File: src/rtl/adt7320_emu.sv
// ADT7320 SPI responder: emulates the sensor's serial protocol and register file so the
// temperature readout master can be exercised in loopback without the physical chip.
// SPI mode 3 (sclk idles high). All SPI lines are synchronized into the clk domain.

module adt7320_emu #(
   parameter logic [7:0]  CHIP_ID    = 8'hC3,
   parameter logic [15:0] TCRIT_INIT = 16'h4980,
   parameter logic [7:0]  THYST_INIT = 8'h05,
   parameter logic [15:0] THIGH_INIT = 16'h2000,
   parameter logic [15:0] TLOW_INIT  = 16'h0500
) (
   input  logic        clk,
   input  logic        reset,
   input  logic        cs,
   input  logic        sclk,
   input  logic        din,
   output logic        dout,
   input  logic [15:0] temp_value,
   output logic [7:0]  config_reg,
   output logic [15:0] tcrit,
   output logic [7:0]  thyst,
   output logic [15:0] thigh,
   output logic [15:0] tlow,
   output logic        wr_strobe,
   output logic [2:0]  wr_addr,
   output logic        cmd_err
);

   typedef enum logic [2:0] {StIdle, StCmd, StRd, StWr, StDone} state_t;

   // Bit counter values: 8 command bits, then up to 16 data bits.
   localparam logic [4:0] LastCmdBit  = 5'd7;
   localparam logic [4:0] Last8DatBit = 5'd15;
   localparam logic [4:0] Last16DatBit = 5'd23;
   localparam logic [4:0] FrameEnd    = 5'd24;

   logic cs_meta, cs_sync, cs_prev;
   logic sclk_meta, sclk_sync, sclk_prev;
   logic din_meta, din_sync;

   state_t      state_q;
   logic [4:0]  bit_cnt_q;
   logic [7:0]  cmd_q;
   logic [15:0] shift_q;
   logic [2:0]  addr_q;
   logic        is16_q;

   logic        cs_fall, sclk_rise, sclk_fall;
   logic [7:0]  cmd_next;
   logic [15:0] shift_next;
   logic        cmd_bad, cmd_rd, addr_is16, addr_writable, wr_last;
   logic [2:0]  cmd_addr;
   logic [15:0] read_word;

   // Two-flop synchronizers plus one history flop for edge detection.
   // cs is reset low so that a cs already low at reset release is not seen as a falling edge.
   always_ff @(posedge clk) begin
      if (reset) begin
         cs_meta   <= 1'b0;
         cs_sync   <= 1'b0;
         cs_prev   <= 1'b0;
         sclk_meta <= 1'b1;
         sclk_sync <= 1'b1;
         sclk_prev <= 1'b1;
         din_meta  <= 1'b0;
         din_sync  <= 1'b0;
      end else begin
         cs_meta   <= cs;
         cs_sync   <= cs_meta;
         cs_prev   <= cs_sync;
         sclk_meta <= sclk;
         sclk_sync <= sclk_meta;
         sclk_prev <= sclk_sync;
         din_meta  <= din;
         din_sync  <= din_meta;
      end
   end

   // Edge strobes and command decode of the byte as it will look after the current shift.
   always_comb begin
      cs_fall    = cs_prev & ~cs_sync;
      sclk_rise  = sclk_sync & ~sclk_prev;
      sclk_fall  = ~sclk_sync & sclk_prev;
      cmd_next   = {cmd_q[6:0], din_sync};
      shift_next = {shift_q[14:0], din_sync};
      cmd_bad    = cmd_next[7] | (cmd_next[2:0] != 3'b000);
      cmd_rd     = cmd_next[6];
      cmd_addr   = cmd_next[5:3];
      addr_is16  = (cmd_addr == 3'd2) || (cmd_addr == 3'd4) || (cmd_addr == 3'd6) ||
                   (cmd_addr == 3'd7);
      addr_writable = (cmd_addr == 3'd1) || (cmd_addr == 3'd4) || (cmd_addr == 3'd5) ||
                      (cmd_addr == 3'd6) || (cmd_addr == 3'd7);
      wr_last    = is16_q ? (bit_cnt_q == Last16DatBit) : (bit_cnt_q == Last8DatBit);
   end

   // Read mux; 8-bit registers are left-justified so the MSB goes out first.
   always_comb begin
      read_word = 16'h0000;
      case (cmd_addr)
         3'd0:    read_word = 16'h0000;
         3'd1:    read_word = {config_reg, 8'h00};
         3'd2:    read_word = temp_value;
         3'd3:    read_word = {CHIP_ID, 8'h00};
         3'd4:    read_word = tcrit;
         3'd5:    read_word = {thyst, 8'h00};
         3'd6:    read_word = thigh;
         3'd7:    read_word = tlow;
         default: read_word = 16'h0000;
      endcase
   end

   // Protocol FSM with registered dout, register file and strobes.
   always_ff @(posedge clk) begin
      if (reset) begin
         state_q    <= StIdle;
         bit_cnt_q  <= 5'd0;
         cmd_q      <= 8'h00;
         shift_q    <= 16'h0000;
         addr_q     <= 3'd0;
         is16_q     <= 1'b0;
         dout       <= 1'b1;
         config_reg <= 8'h00;
         tcrit      <= TCRIT_INIT;
         thyst      <= THYST_INIT;
         thigh      <= THIGH_INIT;
         tlow       <= TLOW_INIT;
         wr_addr    <= 3'd0;
         wr_strobe  <= 1'b0;
         cmd_err    <= 1'b0;
      end else begin
         wr_strobe <= 1'b0;
         cmd_err   <= 1'b0;
         if (cs_sync) begin
            // Deselect aborts any frame; a partial write is simply dropped.
            state_q   <= StIdle;
            bit_cnt_q <= 5'd0;
            dout      <= 1'b1;
         end else begin
            case (state_q)
               StIdle: begin
                  dout      <= 1'b1;
                  bit_cnt_q <= 5'd0;
                  if (cs_fall) begin
                     state_q <= StCmd;
                  end
               end
               StCmd: begin
                  if (sclk_rise) begin
                     cmd_q     <= cmd_next;
                     bit_cnt_q <= bit_cnt_q + 5'd1;
                     if (bit_cnt_q == LastCmdBit) begin
                        addr_q <= cmd_addr;
                        is16_q <= addr_is16;
                        if (cmd_bad) begin
                           cmd_err <= 1'b1;
                           dout    <= 1'b0;
                           state_q <= StDone;
                        end else if (cmd_rd) begin
                           // temp_value is captured here so it is stable for the frame.
                           shift_q <= read_word;
                           state_q <= StRd;
                        end else if (addr_writable) begin
                           shift_q <= 16'h0000;
                           state_q <= StWr;
                        end else begin
                           cmd_err <= 1'b1;
                           dout    <= 1'b0;
                           state_q <= StDone;
                        end
                     end
                  end
               end
               StRd: begin
                  if (sclk_fall && (bit_cnt_q < FrameEnd)) begin
                     dout      <= shift_q[15];
                     shift_q   <= {shift_q[14:0], 1'b0};
                     bit_cnt_q <= bit_cnt_q + 5'd1;
                  end else if (sclk_rise && (bit_cnt_q == FrameEnd)) begin
                     // Leave only after the master sampled the last bit on this rising edge.
                     dout    <= 1'b0;
                     state_q <= StDone;
                  end
               end
               StWr: begin
                  if (sclk_rise) begin
                     shift_q   <= shift_next;
                     bit_cnt_q <= bit_cnt_q + 5'd1;
                     if (wr_last) begin
                        case (addr_q)
                           3'd1:    config_reg <= shift_next[7:0];
                           3'd4:    tcrit      <= shift_next;
                           3'd5:    thyst      <= shift_next[7:0];
                           3'd6:    thigh      <= shift_next;
                           3'd7:    tlow       <= shift_next;
                           default: ;
                        endcase
                        wr_addr   <= addr_q;
                        wr_strobe <= 1'b1;
                        dout      <= 1'b0;
                        state_q   <= StDone;
                     end
                  end
               end
               StDone: begin
                  dout <= 1'b0;
               end
               default: begin
                  state_q <= StIdle;
                  dout    <= 1'b1;
               end
            endcase
         end
      end
   end

endmodule

File: config.mk
export PLATFORM = sky130hd
export DESIGN_NAME = adt7320_emu
export DESIGN_NICKNAME = d
export VERILOG_FILES = /design/src/rtl/adt7320_emu.sv
export SDC_FILE = /design/constraint.sdc
export NUM_CORES = 1
export LEC_CHECK = 0
export BUFFER_PORTS_ARGS = -buffer_cell sky130_fd_sc_hd__buf_4
export CORE_MARGIN = 2
export CORE_UTILIZATION = 35
export CTS_BUF_LIST = sky130_fd_sc_hd__clkbuf_16
export DETAILED_ROUTE_END_ITERATION = 8
export SYNTH_ARGS = -nofsm -noshare
export SYNTH_HDL_FRONTEND = slang
export SYNTH_SLANG_ARGS = --single-unit
File: constraint.sdc
create_clock -name clk -period 3.13 [get_ports clk]
set_input_delay 0.313 -clock clk [delete_from_list [all_inputs] [get_ports clk]]
set_output_delay 0.313 -clock clk [all_outputs]
set_load 0.02 [all_outputs]
==> results of run 1 <==
==> power groups by stage <==
stage	clock network (mW)	logic, mW	registers [mW]
6_report	1.82	0.0700	1.45
5_1_grt	1.92	0.0766	1.45
4_1_cts	1.84	0.0706	1.45
3_5_place_dp	0	0.0699	1.48
3_3_place_gp	0	0.0687	1.48
2_1_floorplan	0	0.0425	1.48
==> per-stage QoR <==
stage | cells | hold WS, ns | power [mW] | utilization
after floorplan | 624 | 0.3895 | 1.520 | -
after global placement | 865 | 0.3999 | 1.551 | 0.4147
after detailed placement | 865 | 0.3971 | 1.552 | 0.4147
after CTS | 897 | 0.07473 | 3.365 | 0.4530
after global routing | 897 | 0.07609 | 3.443 | 0.4530
final | 897 | 0.08491 | 3.340 | 0.4530
==> worst max path at each step <==
stage                         end  slack (ns)  cells after the start
global route        config_reg[1]        0.35                      6
global placement    config_reg[0]        0.64                      5
CTS                     tcrit[11]        0.54                      5
detailed placement      tcrit[11]        0.56                      4
floorplan               tcrit[11]        0.77                      6
finish                  tcrit[11]        0.56                      5
==> layer usage <==
| metal | global-route usage | routed length (um) | vias to the layer above |
|---|---|---|---|
| met4 | 0.08235 | 426 | 0 |
| met1 | 0.2593 | 6811 | 2341 |
| li1 | - | - | 2335 |
| met5 | 0 | 0 | - |
| met2 | 0.3275 | 7628 | 167 |
| met3 | 0.04579 | 886 | 30 |
==> cells in the final DEF (no fill, tap or decap), types with 3 or more instances in the layout <==
master,n
a211o_1,9
a211oi_1,5
a21boi_0,3
a21oi_1,60
a221oi_1,6
a22oi_1,7
a311oi_1,4
buf_4,107
clkbuf_16,17
clkinv_2,6
dfxtp_1,113
inv_1,22
mux2_2,15
mux2i_1,39
nand2_1,114
nand2b_1,9
nand3_1,7
nand4b_1,3
nor2_1,64
nor2b_1,14
nor3_1,7
nor3b_1,3
nor4_1,5
o21ai_0,12
o221ai_1,7
o22ai_1,5
o31ai_1,4
or2_2,5
or4_1,4
==> final cells by class <==
| type | instances | area share |
|---|---|---|
| Multi-Input combinational cell | 441 | 0.4016 |
| Sequential cell | 113 | 0.3449 |
| Timing Repair Buffer | 107 | 0.1225 |
| Clock buffer | 17 | 0.06486 |
| Tap cell | 184 | 0.03510 |
| Clock inverter | 15 | 0.01965 |
| Inverter | 20 | 0.01145 |
==> worst max-delay path, delay by kind of cell, from the launching register on <==
kind / cells / cell delay [ns]
compound gates: 2 / 0.82
fa+ha+maj: 1 / 0.29
flops: 1 / 0.40
simple gates: 2 / 0.92
==> kinds of logic after synthesis <==
kind of cell | share of synthesized area
compound gates | 0.1747
fa+ha+maj | 0.004839
buf+inv | 0.05300
flops | 0.4376
mux | 0.1082
simple gates | 0.2217
==> reports/results.ini, run 1 <==
[setup_path]
slowest_delay_ns=0.71
cp-startpoint=bit_cnt_q[0]
required_ns=3.43
worst-r2r-cell-count=5
crit_type=reg -> reg
rr_endpoint=tcrit[11]
reg2reg_from=bit_cnt_q[0]
cp_slowest_cell=or4b_4
start_kind=register
ff2ff_setup_slack_ns=0.56
crit_path_end_kind=register
cp_max_fo=20
critPathArrivalTime_ns=2.87
crit_chain=ha_1 -> nand4b_1 -> a2111o_1 -> or4b_4 -> a211o_1

[timing]
period_minus_slack_ns=2.569
setup_ws_ns=0.5608
worst_pin_slew_ns=0.6231
rsz0062_at_grt=false
maxSlewViolCount=0
clock_skew_ns=0.008801
finalSetupViolCount=0
finalHoldViolations=0
final.setup.tns_ns=0
relSlewSlack=0.5831
fmax_ghz=0.3892
period_share=0.8208

[place]
place_area_um2=6005
hpwlAfterDp_um=10770
port_buffers=90
place.gp.congestion=0.8655
preCtsSetupSlack_ns=0.5630

[clock_network]
cts_buffer_depth=2
path_clk_slew_ns=0.05
tritoncts=built
postCtsSetupBuffers=0
h-tree-depth=4
cts_hold_buf=0
clock_latency_ns=0.42
clock-sinks=113
post_cts_resized=0
root_buffer=clkbuf_16
cts-buffers-inserted=17

[global_route]
overflow=0
first_global_vias=4684
track_usage=0.2017
grt_pass1_wl_um=25190
antenna_found_initial=0
grt_max_degree=60

[power_and_ir_drop]
power_density_nw_per_um2=509.2
p_leak_nw=2.517
max-vdd-ir-drop_uv=341.3
swShare=0.2149
cellInternalPower_mw=2.622
seqPwrFrac=0.435
netSwitchingPower_uw=717.9
p_comb_frac=0.021
p_clk_frac=0.544

[logic_synthesis]
synth_edf_count=0
synthArstFlopShare=0
yosysTopAreaCell=dfxtp_1
synth_top_area_share=0.4376
syn_area_um2=5170
ys_ff_latch=113
synth-seq-area-share=0.4376
synth_nets=647
yosys-top-cells-count=nand2_1, dfxtp_1, nor2_1
postSynthCellCount=624
yosys.cell_types.count=57
synth_most_common_cell=nand2_1
yosys_warnings=0
synth_top_flop_cell=dfxtp_1
synth_area_leaders=dfxtp_1, nand2_1, mux2i_1, a21oi_1, nor2_1
avgSynthCellArea_um2=8.285

[floorplan]
die_w_um=125.5
row_count=44
die-area_um2=15760
io_pins=91
core_um2=14480
fp.dieH_um=125.5
start_util=0.3571

[routing]
drc=0
vias=4873
avgRoutedWirePerCell_um=17.56
drt_pass1_iterations=5
routed_wl_um=15750
avgViaCountPerCell=5.433
antenna_left=0
drt-initial-drc-count=399

[layout]
area_growth_pct=26.86
drive_gt1_frac=0.2258
diodes=0
nets=723
multi_input_area_um2=2634
seq_area_um2=2262
nFillCells=1471
fin_area_um2=6559

[min_path]
hold_start=sclk
whs_endpoint=sclk_meta
hold_path.class=in -> reg
hold_depth=2

[status]
outcome=complete, no violations

[job]
cap_violations=0

(Power assumes the default switching activity.)
==> run 2: changes to the inputs <==
==> constraint.sdc (replaced) <==
create_clock -name clk -period 2.6 [get_ports clk]
set_input_delay 0.26 -clock clk [delete_from_list [all_inputs] [get_ports clk]]
set_output_delay 0.26 -clock clk [all_outputs]
set_load 0.02 [all_outputs]
==> run 2 against run 1 <==
Against the previous run: total power rose by 16%; cell count rose by 0.89%; clock power rose by 12%; maximum frequency rose by 4.4%; flip-flop and latch count did not move; largest power group unchanged; highest routed layer unchanged.
==> reports/results.ini, run 2 (synthesis gave the netlist of run 1 again) <==
[layout]
drive_gt1_frac=0.2358
fin_area_um2=6605
mostFrequentLayoutCells=buf_4, nand2_1, dfxtp_1
nets=734
multi_input_area_um2=2646
final_common_cell=buf_4
seq_area_um2=2262
diodes=0
area_growth_pct=27.76
nFillCells=1427

[timing]
fmax_ghz=0.4064
finalHoldViolations=0
maxSlewViolCount=0
worst_pin_slew_ns=0.9654
rsz0062_at_grt=false
finalSetupViolCount=0
period_share=0.9465
relSlewSlack=0.3483
clock_skew_ns=0.01024
period_minus_slack_ns=2.461
final.setup.tns_ns=0
hold_ws_ns=0.03784

[min_path]
hold_depth=2
hold_path.class=in -> reg

[clock_network]
path_clk_slew_ns=0.05
cts-buffers-inserted=17
root_buffer=clkbuf_16
h-tree-depth=4
cts_buffer_depth=2
tritoncts=built
clock-sinks=113
postCtsSetupBuffers=0
clock_latency_ns=0.41

[power_and_ir_drop]
p_leak_nw=2.544
power_density_nw_per_um2=586.0
cellInternalPower_mw=3.041
swShare=0.2144
netSwitchingPower_uw=829.8
p_comb_frac=0.023
seqPwrFrac=0.451
max-vdd-ir-drop_uv=453.3
p_clk_frac=0.526

[global_route]
antenna_found_initial=0
track_usage=0.2020
grt_pass1_wl_um=25210
overflow=0
grt_max_degree=58
first_global_vias=4701

[place]
port_buffers=90
place_area_um2=6087
hpwlAfterDp_um=10940
place.gp.congestion=0.8674

[setup_path]
reg2reg_from=bit_cnt_q[3]
start_kind=register
rr_endpoint=tcrit[14]
crit_path_end_kind=register
cp-endpoint=tcrit[14]
worst-r2r-cell-count=4
ff2ff_setup_slack_ns=0.14
crit_type=reg -> reg
critPathArrivalTime_ns=2.76
cp-startpoint=bit_cnt_q[3]
required_ns=2.90
cp_max_fo=20

[routing]
drt-initial-drc-count=318
routed_wl_um=15650
avgViaCountPerCell=5.348
drt_pass1_iterations=5
drc=0
vias=4840
avgRoutedWirePerCell_um=17.29
antenna_left=0

[status]
outcome=complete, no violations

[floorplan]
fp.dieH_um=125.5
start_util=0.3571
io_pins=91
die_w_um=125.5
core_um2=14480
row_count=44
die-area_um2=15760

[job]
cap_violations=0

-- run 2: stage by stage --
step                  util  std cells  setup WS, ns  total power, mW
floorplan                -        624        0.2433            1.830
global placement    0.4204        876        0.2232            1.870
detailed placement  0.4204        876        0.1493            1.871
CTS                 0.4553        905        0.1346            3.912
global route        0.4562        905      0.007772            3.995
finish              0.4562        905        0.1392            3.871
-- run 2: how the worst min path moves through the flow --
stage	to	slack [ns]	startpoint
finish	sclk_meta	0.04	sclk
detailed placement	sclk_sync	0.40	sclk_meta
global route	sclk_meta	0.03	sclk
floorplan	sclk_meta	0.36	sclk
global placement	sclk_sync	0.41	sclk_meta
CTS	sclk_meta	0.02	sclk
-- run 2: layer usage --
metal  global-route usage  wire [um]
met3              0.05220        809
met5                    0          0
met1               0.2532       6953
met4              0.06732        291
met2               0.3383       7595
-- run 2: final cells by class --
cell class              count  share of cell area
repair buffers            118              0.1341
clock buffers              17             0.06441
flip-flops and latches    113              0.3425
multi-input cells         441              0.4006
clock inverters            12             0.01212
well taps                 184             0.03486
inverters                  20             0.01137
-- run 2: what timing repair did --
action                                 4_1_cts  5_1_grt
endpoints found under the hold margin        0        0
hold buffers                                 0        0
setup endpoints to repair                    0       24
gates resized for setup                      0        3
-- run 2: critical path, cell delays in order, from the launching register on --
cell      delay, ns
dfxtp_1        0.44
or3b_1         0.44
a2111o_1       0.42
or4b_4         0.70
a211o_1        0.34
-- run 2: power groups by stage --
stage / combinational, mW / clock, mW / sequential, mW
2_1_floorplan: 0.0511 / 0 / 1.78
3_3_place_gp: 0.0886 / 0 / 1.78
3_5_place_dp: 0.0899 / 0 / 1.78
4_1_cts: 0.0900 / 2.08 / 1.75
5_1_grt: 0.0981 / 2.15 / 1.74
6_report: 0.0895 / 2.04 / 1.75
